--- config.mk ---
export PLATFORM = sky130hd
export DESIGN_NAME = la_cellbist4
export DESIGN_NICKNAME = d
export VERILOG_FILES = /design/src/rtl/la_cellbist4.sv
export SDC_FILE = /design/constraint.sdc
export NUM_CORES = 1
export LEC_CHECK = 0
export ABC_CLOCK_PERIOD_IN_PS = 3900
export CORE_ASPECT_RATIO = 1.5
export CORE_MARGIN = 2
export CORE_UTILIZATION = 55
export CTS_CLUSTER_SIZE = 20
export DETAILED_ROUTE_END_ITERATION = 8
export GPL_TIMING_DRIVEN = 0
export HOLD_SLACK_MARGIN = 0.06
export PLACE_DENSITY = 0.83
export SLEW_MARGIN = 10
export SYNTH_ARGS = -nofsm -noshare
export SYNTH_HDL_FRONTEND = slang
export SYNTH_SLANG_ARGS = --single-unit
--- constraint.sdc ---
create_clock -name clk -period 3.9 [get_ports clk]
set_input_delay 1.17 -clock clk [delete_from_list [all_inputs] [get_ports clk]]
set_output_delay 1.17 -clock clk [all_outputs]
set_load 0.05 [all_outputs]
--- src/rtl/la_cellbist4.sv ---
// la_cellbist4: built-in self-test harness for 4-input cells. It steps {d,c,b,a} through 0..15 and checks z against TRUTH.
// Optional feature: define LA_CELLBIST_STOPONFAIL_EN to end the run on the first mismatching pattern.
module la_cellbist4 #(
   parameter              PROP   = "DEFAULT",
   parameter logic [15:0] TRUTH  = 16'h7FFF,
   parameter int          SETTLE = 2
) (
   input  logic       clk,
   input  logic       nreset,
   input  logic       start,
   output logic       a,
   output logic       b,
   output logic       c,
   output logic       d,
   input  logic       z,
   output logic       busy,
   output logic       done,
   output logic       pass,
   output logic [4:0] err_count,
   output logic       fail_valid,
   output logic [3:0] fail_index
);

   localparam logic [1:0] S_IDLE  = 2'd0;
   localparam logic [1:0] S_WAIT  = 2'd1;
   localparam logic [1:0] S_CHECK = 2'd2;
   localparam logic [1:0] S_DONE  = 2'd3;

   localparam logic [3:0] SETTLE_LOAD = 4'(SETTLE - 1);

   generate
      if (SETTLE < 1 || SETTLE > 15) begin : g_bad_settle
         $error("la_cellbist4 (%s): SETTLE=%0d is outside 1..15", PROP, SETTLE);
      end
   endgenerate

   logic [1:0] r_state;
   logic [3:0] r_idx;
   logic [3:0] r_cnt;
   logic [4:0] r_err;
   logic       r_fv;
   logic [3:0] r_fi;
   logic       w_miss;
   logic       w_last;

   assign w_miss = (z != TRUTH[r_idx]);

`ifdef LA_CELLBIST_STOPONFAIL_EN
   assign w_last = (r_idx == 4'd15) || w_miss;
`else
   assign w_last = (r_idx == 4'd15);
`endif

   // r_idx drives the cell inputs directly from flops, so the pattern never glitches
   always_ff @(posedge clk or negedge nreset) begin
      if (!nreset) begin
         r_state <= S_IDLE;
         r_idx   <= 4'd0;
         r_cnt   <= 4'd0;
         r_err   <= 5'd0;
         r_fv    <= 1'b0;
         r_fi    <= 4'd0;
      end else begin
         case (r_state)
            S_IDLE, S_DONE: begin
               if (start) begin
                  r_state <= S_WAIT;
                  r_idx   <= 4'd0;
                  r_cnt   <= SETTLE_LOAD;
                  r_err   <= 5'd0;
                  r_fv    <= 1'b0;
                  r_fi    <= 4'd0;
               end
            end
            S_WAIT: begin
               if (r_cnt == 4'd0) begin
                  r_state <= S_CHECK;
               end else begin
                  r_cnt <= r_cnt - 4'd1;
               end
            end
            S_CHECK: begin
               if (w_miss) begin
                  r_err <= r_err + 5'd1;
                  if (!r_fv) begin
                     r_fv <= 1'b1;
                     r_fi <= r_idx;
                  end
               end
               if (w_last) begin
                  r_state <= S_DONE;
                  r_idx   <= 4'd0;
               end else begin
                  r_state <= S_WAIT;
                  r_idx   <= r_idx + 4'd1;
                  r_cnt   <= SETTLE_LOAD;
               end
            end
            default: r_state <= S_IDLE;
         endcase
      end
   end

   assign {d, c, b, a} = r_idx;
   assign busy         = (r_state == S_WAIT) || (r_state == S_CHECK);
   assign done         = (r_state == S_DONE);
   assign pass         = done && (r_err == 5'd0);
   assign err_count    = r_err;
   assign fail_valid   = r_fv;
   assign fail_index   = r_fi;

endmodule

### After elaboration in Yosys (flattened, before gate mapping)

Memory sizes are Yosys's and may differ from the RTL's.
Index checks and enable logic that the tools add are counted.

| operators by class | value |
|---|---|
| shifts and indexed selects | 0 |
| multiply operators | 0 |
| eq/ne operators | 11 |
| reduce and logical (&&, ||, !) cells | 12 |
| bitwise logic cells | 0 |
| multiplexer cells | 21 |
| order comparisons | 1 |
| add/subtract/negate cells | 3 |
| divide/modulo/power cells | 0 |

Operators with widths:

| cell | count |
|---|---|
| $mux W4 | 7 |
| $pmux W4 S2 | 2 |
| $ne A2 B2 Y1 const B | 6 |
| $pmux W4 S3 | 1 |
| $mux W5 | 2 |
| $pmux W5 S2 | 1 |
| $mux W2 | 3 |
| $pmux W2 S3 | 1 |
| $reduce_and A3 Y1 | 2 |
| $add A5 B1 Y5 const B | 1 |
| $logic_not A5 Y1 | 1 |
| $lt A4 B5 Y1 const B | 1 |
| $add A4 B1 Y4 const B | 1 |
| $eq A2 B2 Y1 const B | 2 |
| $eq A4 B4 Y1 const B | 1 |
| $logic_not A4 Y1 | 1 |
| $reduce_and A2 Y1 | 2 |
| $reduce_and A4 Y1 | 1 |
| $sub A4 B1 Y4 const B | 1 |
| $mux W1 | 3 |
| $eq A2 B1 Y1 const B | 1 |
| $logic_not A2 Y1 | 1 |
| $pmux W1 S2 | 1 |
| $reduce_bool A2 Y1 | 1 |
| other kinds (4) | 4 |

| storage, ports and cells | value |
|---|---|
| latch bits | 0 |
| memory bits (writable) | 0 |
| flip-flop bits (word level) | 20 |
| input bits | 4 |
| memory bits (read-only) | 16 |
| memories | 1 |
| word-level logic and storage cells | 55 |
| output and inout bits | 17 |

Memories:

| name | words | width | rd ports | clocked after Yosys merged registers in | wr ports | RTL line | source |
|---|---|---|---|---|---|---|---|
| (name not given) | 16 | 1 | 1 | 0 | 0 | 46 | `assign w_miss = (z != TRUTH[r_idx]);` |

### Logic depth before layout (Yosys ltp)

Gate-level depths: netlist of run 1.

| depth | value |
|---|---|
| depth after elaboration | 5 |
| depth in mapped cells | 7 |
| gate-level depth less buffers | 6 |

### Worst setup path after synthesis of run 1

No wires, ideal clock.

| path | value |
|---|---|
| path kind | register to output |
| start | register r_state[0] |
| end | output port pass |
| buffers on the path | 0 |
| setup slack | 1.267 ns |
| required time | 2.730 ns |
| data arrival time | 1.463 ns |
| cell stages (with the launch flop) | 3 |
| path through | dfrtp_1 -> ha_1 -> and4b_1 |

| between the ends | value |
|---|---|
| word-level cells in the longest chain between the ends | 2 |

Ends and longest elaborated chain:

| item | RTL line | source |
|---|---|---|
| from (decl) | 37 | `logic [1:0] r_state;` |
| from (signal assigned) | 57 | `r_state <= S_IDLE;` |
| from (signal assigned) | 67 | `r_state <= S_WAIT;` |
| from (signal assigned) | 77 | `r_state <= S_CHECK;` |
| $eq A2 B2 Y1 | 106 | `assign done = (r_state == S_DONE);` |
| via done | 17 | `output logic done,` |
| $logic_and A1 B1 Y1 | 107 | `assign pass = done && (r_err == 5'd0);` |
| to (decl) | 18 | `output logic pass,` |

The timed path passes the listed nets, and every way through them passes these cells.

### Final worst setup path of run 1

| path | value |
|---|---|
| start | register r_state[0] |
| end | output port busy |

| between the ends | value |
|---|---|
| word-level cells in the longest chain between the ends | 2 |
| elaborated cells on any way between the ends | 3 |
| classes of those cells | 2 x eq/ne; 1 x reduce/logical |

Ends and longest elaborated chain:

| item | RTL line | source |
|---|---|---|
| $eq A2 B1 Y1 / $eq A2 B2 Y1 (equally long branches) | 105 | `assign busy = (r_state == S_WAIT) \|\| (r_state == S_CHECK);` |
| $logic_or A1 B1 Y1 * | 105 |  |
| to (decl) | 16 | `output logic busy,` |

Every way passes the cells marked *; elsewhere a longest branch is shown, timed or not.

==> results of run 1 <==
==> power groups by stage <==
stage	clock network [µW]	registers, µW	logic, µW
6_report	94.8	309	575
4_1_cts	98.3	308	578
3_5_place_dp	0	312	575
3_3_place_gp	0	308	550
2_1_floorplan	0	368	362
5_1_grt	105	318	633
==> logic make-up after synthesis <==
logic type,count (synthesis),synth area share [%]
adders and majority gates,10,10.4
muxes,5,4.67
DFF,20,41.5
AOI/OAI and AO/OA,29,18.5
and+or+nand+nor,43,19.7
buffers and inverters,13,5.29
==> through the flow <==
step | utilization [%] | setup WS (ns) | hold WS, ns
finish | 71.0 | 0.651 | 0.499
global route | 71.0 | 0.551 | 0.520
global placement | 69.9 | 1.02 | 0.475
floorplan | - | 1.27 | 0.487
detailed placement | 69.9 | 0.982 | 0.484
CTS | 71.0 | 0.635 | 0.508
==> sequential cells by signal (all words and copies together) (netlist names) <==
| register | flops |
|---|---|
| r_cnt | 4 |
| fail_valid | 1 |
| r_state | 2 |
| r_idx | 4 |
| err_count | 5 |
| fail_index | 4 |
==> layout make-up <==
class / count / area, µm² / share of cell area (%)
clock buffer: 3 / 22.5 / 1.55
timing repair buffer: 20 / 200 / 13.7
sequential: 20 / 500 / 34.4
inverter: 8 / 30.0 / 2.06
buffer: 5 / 33.8 / 2.32
tap: 22 / 27.5 / 1.89
multi-input combinational: 87 / 642 / 44.1
==> critical path, stage by stage (launching register included) <==
cell and delay (ns):
dfrtp_1 0.43, inv_1 0.06, ha_1 0.37, inv_1 0.12, clkdlybuf4s50_1 0.80
==> layout by cell type, fill, tap and decap left out, types with 3 or more instances in the layout <==
cell	synthesis	final
nand3_1	3	3
clkbuf_4	0	3
inv_1	8	8
nor2_1	6	6
a22o_1	3	3
nand2_1	11	11
dfrtp_1	20	20
a21o_1	3	3
a32o_1	3	3
a21oi_1	6	6
clkdlybuf4s50_1	0	20
mux2i_1	3	3
clkbuf_1	3	3
nand4_1	3	3
or3_1	3	3
ha_1	10	10
==> worst min path at each step <==
| stage | end | startpoint | slack (ns) | depth (start not counted) |
|---|---|---|---|---|
| 6_report | fail_index[1]$_DFFE_PN0P_ | fail_index[1]$_DFFE_PN0P_ | 0.50 | 1 |
| 4_1_cts | fail_index[1]$_DFFE_PN0P_ | fail_index[1]$_DFFE_PN0P_ | 0.51 | 1 |
| 3_3_place_gp | fail_index[1]$_DFFE_PN0P_ | fail_index[1]$_DFFE_PN0P_ | 0.48 | 1 |
| 3_5_place_dp | fail_index[1]$_DFFE_PN0P_ | fail_index[1]$_DFFE_PN0P_ | 0.48 | 1 |
| 5_1_grt | fail_index[0]$_DFFE_PN0P_ | fail_index[0]$_DFFE_PN0P_ | 0.52 | 1 |
| 2_1_floorplan | r_cnt[1]$_DFFE_PN0P_ | r_cnt[1]$_DFFE_PN0P_ | 0.49 | 1 |
==> routing by layer <==
layer / up-vias / share of wire (%)
met5: - / 0
met4: 0 / 0.69
met3: 2 / 2.3
met2: 17 / 53
met1: 474 / 44
li1: 485 / -
==> flow_summary_export.csv, run 1 <==
group,metric,value,unit
die,pin_count,21,
setup_path,critPathLaunchType,"flop",
synthesis,yosys_warnings,0,
clocking,cts_inserted_buffers,3,
global_routing,grt_first_pass_wirelength,4200,µm
sta,worst_pin_slew,0.907,ns
final_layout,stdcell_area,1460,µm²
sta,finalCriticalPeriod,3.25,ns
clocking,clk_latency,0.29,ns
die,die_h,61.4,µm
synthesis,syn_nets,134,
global_routing,grt_max_degree,21,
die,initial_core_util,58.8,%
clocking,clockBufferDepth,2,
sta,slew_headroom,39.3,%
die,num_rows,20,
drt,drc,0,
setup_path,critPathMaxFanout,5,
drt,routedWlPerCell,14.9,µm
pwr,clockPowerShare,9.7,%
synthesis,synth_cells,120,
sta,timing.final.crit_share,83.3,%
final_layout,layout-drive-gt1-share,9.09,%
setup_path,rr_worst_depth,6,
drt,totalWireLength,2450,µm
pwr,intPower,511,µW
global_routing,globalRouteOverflowTotal,0,
clocking,cts_resized,0,
synthesis,seq_area_frac_synth,41.5,%
synthesis,ys_seq_elements,20,
setup_path,end_kind,"output port",
drt,via_per_inst,5.93,
synthesis,synth.avg_cell_area,10.1,µm²
place,place_area,1430,µm²
pwr,p_leak,0.000683,µW
synthesis,yosys.area.top_type,"dfrtp_1",
clocking,cts_setup_buffers,0,
setup_path,rr_startpoint,"r_idx[0]$_DFFE_PN0P_",
final_layout,area_growth,20.7,%
drt,ant_nets,0,
final_layout,antennaDiodeCount,0,
clocking,cts.root.buffer_cell,"clkbuf_4",
setup_path,rr_endpoint,"err_count[3]$_DFFE_PN0P_",
setup_path,endpoint,"busy",
final_layout,final_cell_count_no_fill,165,
pwr,p_total,979,µW
drt,dr.pass1.iters,4,
setup_path,critPathKind,"reg -> out",
global_routing,grt_use_met2,42.0,%
synthesis,ys_top_cells_by_area,"dfrtp_1, ha_1, nand2_1",
sta,fin_skew,0.00944,ns
pwr,pwr-share-seq,31.6,%
drt,vias,978,
final_layout,num-nets-final,159,
pwr,switchingPower,467,µW
die,fp.dieArea,2590,µm²
pwr,switching_share,47.8,%
pwr,power.density,672,nW/µm²
sta,max_freq,0.308,GHz
synthesis,yosysUniqueCellTypes,40,
setup_path,startpoint,"r_state[0]$_DFFE_PN0P_",
sta,hold_viol_final,0,
synthesis,netlist_area,1210,µm²
drt,first_iter_violations,24,
sta,slew_violations,0,
global_routing,grt_use_total,21.3,%
setup_path,crit_arrival,2.08,ns
die,coreArea,2050,µm²
setup_path,cp.required,2.73,ns
clocking,cts_hold_buf,0,
final_layout,fillers,158,
job,maxCapViolations,0,
pwr,pwr-share-comb,58.8,%
global_routing,use_met3,1.76,%
setup_path,rrSetupSlack,1.87,ns
synthesis,synthArstFlopShare,100,%
synthesis,synth_edf_count,0,
synthesis,synth_top_area_share,41.5,%
place,gp_congestion,0.772,
hold_path,hold_path.class,"reg -> reg",
sta,setup_violations,0,
synthesis,synth_common_cells,"dfrtp_1, nand2_1, ha_1, inv_1",
global_routing,met1_usage,23.2,%
sta,rsz0062_at_grt,"no",
place,io_buffers,20,
synthesis,ys_dominant_reg_cell,"dfrtp_1",
synthesis,synth.most_common_cell,"dfrtp_1",
global_routing,antenna_found_initial,0,
global_routing,grt_pass1_vias,1014,
place,dp.cells,162,
clocking,cts_tree,"built",
status,status,"complete, no violations",
clocking,cts_sinks,20,
clocking,clkTransAtPathRegs,0.11,ns
clocking,cts_max_level,1,
pwr,peakVddDrop,0.000579,V
sta,finalSetupTns,0,ns
global_routing,busiest_layer,"met2",
place,dpl.hpwl,1870,µm
die,die_w,42.2,µm
(Power assumes the default switching activity.)
==> run 2: changes to the inputs <==
--- a/config.mk
+++ b/config.mk
@@ -5,15 +5,15 @@
 export SDC_FILE = /design/constraint.sdc
 export NUM_CORES = 1
 export LEC_CHECK = 0
-export ABC_CLOCK_PERIOD_IN_PS = 3900
+export ABC_CLOCK_PERIOD_IN_PS = 3000
 export CORE_ASPECT_RATIO = 1.5
 export CORE_MARGIN = 2
-export CORE_UTILIZATION = 55
+export CORE_UTILIZATION = 51
 export CTS_CLUSTER_SIZE = 20
 export DETAILED_ROUTE_END_ITERATION = 8
 export GPL_TIMING_DRIVEN = 0
 export HOLD_SLACK_MARGIN = 0.06
-export PLACE_DENSITY = 0.83
+export PLACE_DENSITY = 0.77
 export SLEW_MARGIN = 10
 export SYNTH_ARGS = -nofsm -noshare
 export SYNTH_HDL_FRONTEND = slang
==> constraint.sdc (replaced) <==
create_clock -name clk -period 3 [get_ports clk]
set_input_delay 0.9 -clock clk [delete_from_list [all_inputs] [get_ports clk]]
set_output_delay 0.9 -clock clk [all_outputs]
set_load 0.05 [all_outputs]
==> flow_summary_export.csv, run 2 (synthesis gave the netlist of run 1 again) <==
group,metric,value,unit
final_layout,layout-drive-gt1-share,9.72,%
global_routing,grt_pass1_vias,1044,
die,num_rows,21,
die,die_w,43.7,µm
clocking,clk_latency,0.29,ns
global_routing,globalRouteOverflowTotal,0,
status,status,"complete, no violations",
final_layout,largest_register_ffs,5,
clocking,cts_max_level,1,
setup_path,critPathLaunchType,"flop",
setup_path,endpoint,"pass",
place,dp.cells,163,
final_layout,final_util,65.8,%
setup_path,rr_endpoint,"err_count[3]$_DFFE_PN0P_",
drt,routedWlPerCell,14.7,µm
sta,finalSetupTns,0,ns
sta,worst_pin_slew,0.884,ns
clocking,cts.root.buffer_cell,"clkbuf_4",
place,gp_congestion,0.763,
global_routing,grt_max_degree,21,
sta,finalCriticalPeriod,2.84,ns
pwr,p_total,1290,µW
drt,first_iter_violations,32,
sta,timing.final.crit_share,94.8,%
setup_path,crit_arrival,1.94,ns
final_layout,antennaDiodeCount,0,
sta,slew_violations,0,
sta,fin_ws,0.157,ns
sta,hold_viol_final,0,
clocking,clockBufferDepth,2,
place,dpl.hpwl,1900,µm
drt,dr.pass1.iters,4,
die,fp.dieArea,2780,µm²
die,coreArea,2230,µm²
setup_path,startpoint,"err_count[0]$_DFFE_PN0P_",
final_layout,final_cell_mix,"dfrtp_1, clkdlybuf4s50_1, nand2_1",
drt,drc,0,
pwr,p_leak,0.000691,µW
sta,fin_skew,0.00773,ns
setup_path,critPathMaxFanout,4,
final_layout,final_common_cell,"dfrtp_1",
final_layout,num-nets-final,159,
pwr,power.density,880,nW/µm²
pwr,peakVddDrop,0.000544,V
setup_path,critPathKind,"reg -> out",
sta,setup_violations,0,
setup_path,cp.required,2.10,ns
drt,vias,979,
clocking,cts_hold_buf,0,
setup_path,end_kind,"output port",
die,die_h,63.6,µm
job,maxCapViolations,0,
global_routing,grt_use_total,20.7,%
die,initial_core_util,54.0,%
hold_path,hold_path.class,"reg -> reg",
clocking,clkTransAtPathRegs,0.12,ns
global_routing,antenna_found_initial,0,
clocking,cts_tree,"built",
place,io_buffers,20,
sta,rsz0062_at_grt,"no",
setup_path,rr_startpoint,"r_idx[0]$_DFFE_PN0P_",
place,pre_cts_ws,0.340,ns
global_routing,grt_first_pass_wirelength,4510,µm
clocking,cts_inserted_buffers,3,
final_layout,area_growth,21.9,%
final_layout,final_cell_count_no_fill,167,
die,pin_count,21,
setup_path,rrSetupSlack,0.96,ns
drt,via_per_inst,5.86,
setup_path,rr_worst_depth,6,
drt,ant_nets,0,
sta,max_freq,0.352,GHz
drt,totalWireLength,2450,µm
sta,slew_headroom,40.9,%
clocking,cts_sinks,20,
[run 2: layer usage]
| metal | GRT usage (%) | vias to the layer above | share of wire [%] |
|---|---|---|---|
| li1 | - | 487 | - |
| met1 | 24.4 | 474 | 43 |
| met2 | 37.1 | 16 | 53 |
| met3 | 2.58 | 2 | 2.8 |
| met4 | 6.44 | 0 | 0.41 |
| met5 | 0 | - | 0 |
[run 2: critical path, stage by stage (launching register included)]
cell and delay, ns:
dfrtp_1 0.43, inv_1 0.09, ha_1 0.15, and4b_1 0.19
clkdlybuf4s50_1 0.79
[run 2: cell type report]
| type | instances | area, µm² |
|---|---|---|
| flip-flops and latches | 20 | 500 |
| fillers | 198 | 763 |
| multi-input cells | 87 | 642 |
| repair buffers | 20 | 199 |
| inverters | 8 | 30.0 |
| clock buffers | 4 | 36.3 |
| plain buffers | 5 | 33.8 |
| well taps | 23 | 28.8 |
[run 2: worst min path at each step]
| stage | from | end | slack, ns | cells past startpoint |
|---|---|---|---|---|
| global placement | fail_index[1]$_DFFE_PN0P_ | fail_index[1]$_DFFE_PN0P_ | 0.48 | 1 |
| finish | fail_index[1]$_DFFE_PN0P_ | fail_index[1]$_DFFE_PN0P_ | 0.51 | 1 |
| global route | fail_index[1]$_DFFE_PN0P_ | fail_index[1]$_DFFE_PN0P_ | 0.53 | 1 |
| detailed placement | fail_index[3]$_DFFE_PN0P_ | fail_index[3]$_DFFE_PN0P_ | 0.49 | 1 |
| floorplan | r_cnt[1]$_DFFE_PN0P_ | r_cnt[1]$_DFFE_PN0P_ | 0.49 | 1 |
| CTS | fail_index[3]$_DFFE_PN0P_ | fail_index[3]$_DFFE_PN0P_ | 0.52 | 1 |
[run 2: power by group]
part / leakage, µW / total, µW / switching (µW) / internal [µW]
combinational: 0.000401 / 738 / 461 / 277
clock: 0.0000210 / 154 / 80.6 / 73.9
sequential: 0.000269 / 402 / 71.0 / 331
[run 2: timing repair]
action                                  CTS  global route
endpoints found under the setup margin    1             0
buffers inserted                          0             0
resized for setup                         1             0
[run 2: stage by stage]
step | hold WS (ns) | cell area [µm²]
global placement | 0.476 | 1440
finish | 0.507 | 1470
global route | 0.527 | 1470
floorplan | 0.487 | 1210
CTS | 0.519 | 1470
detailed placement | 0.491 | 1440
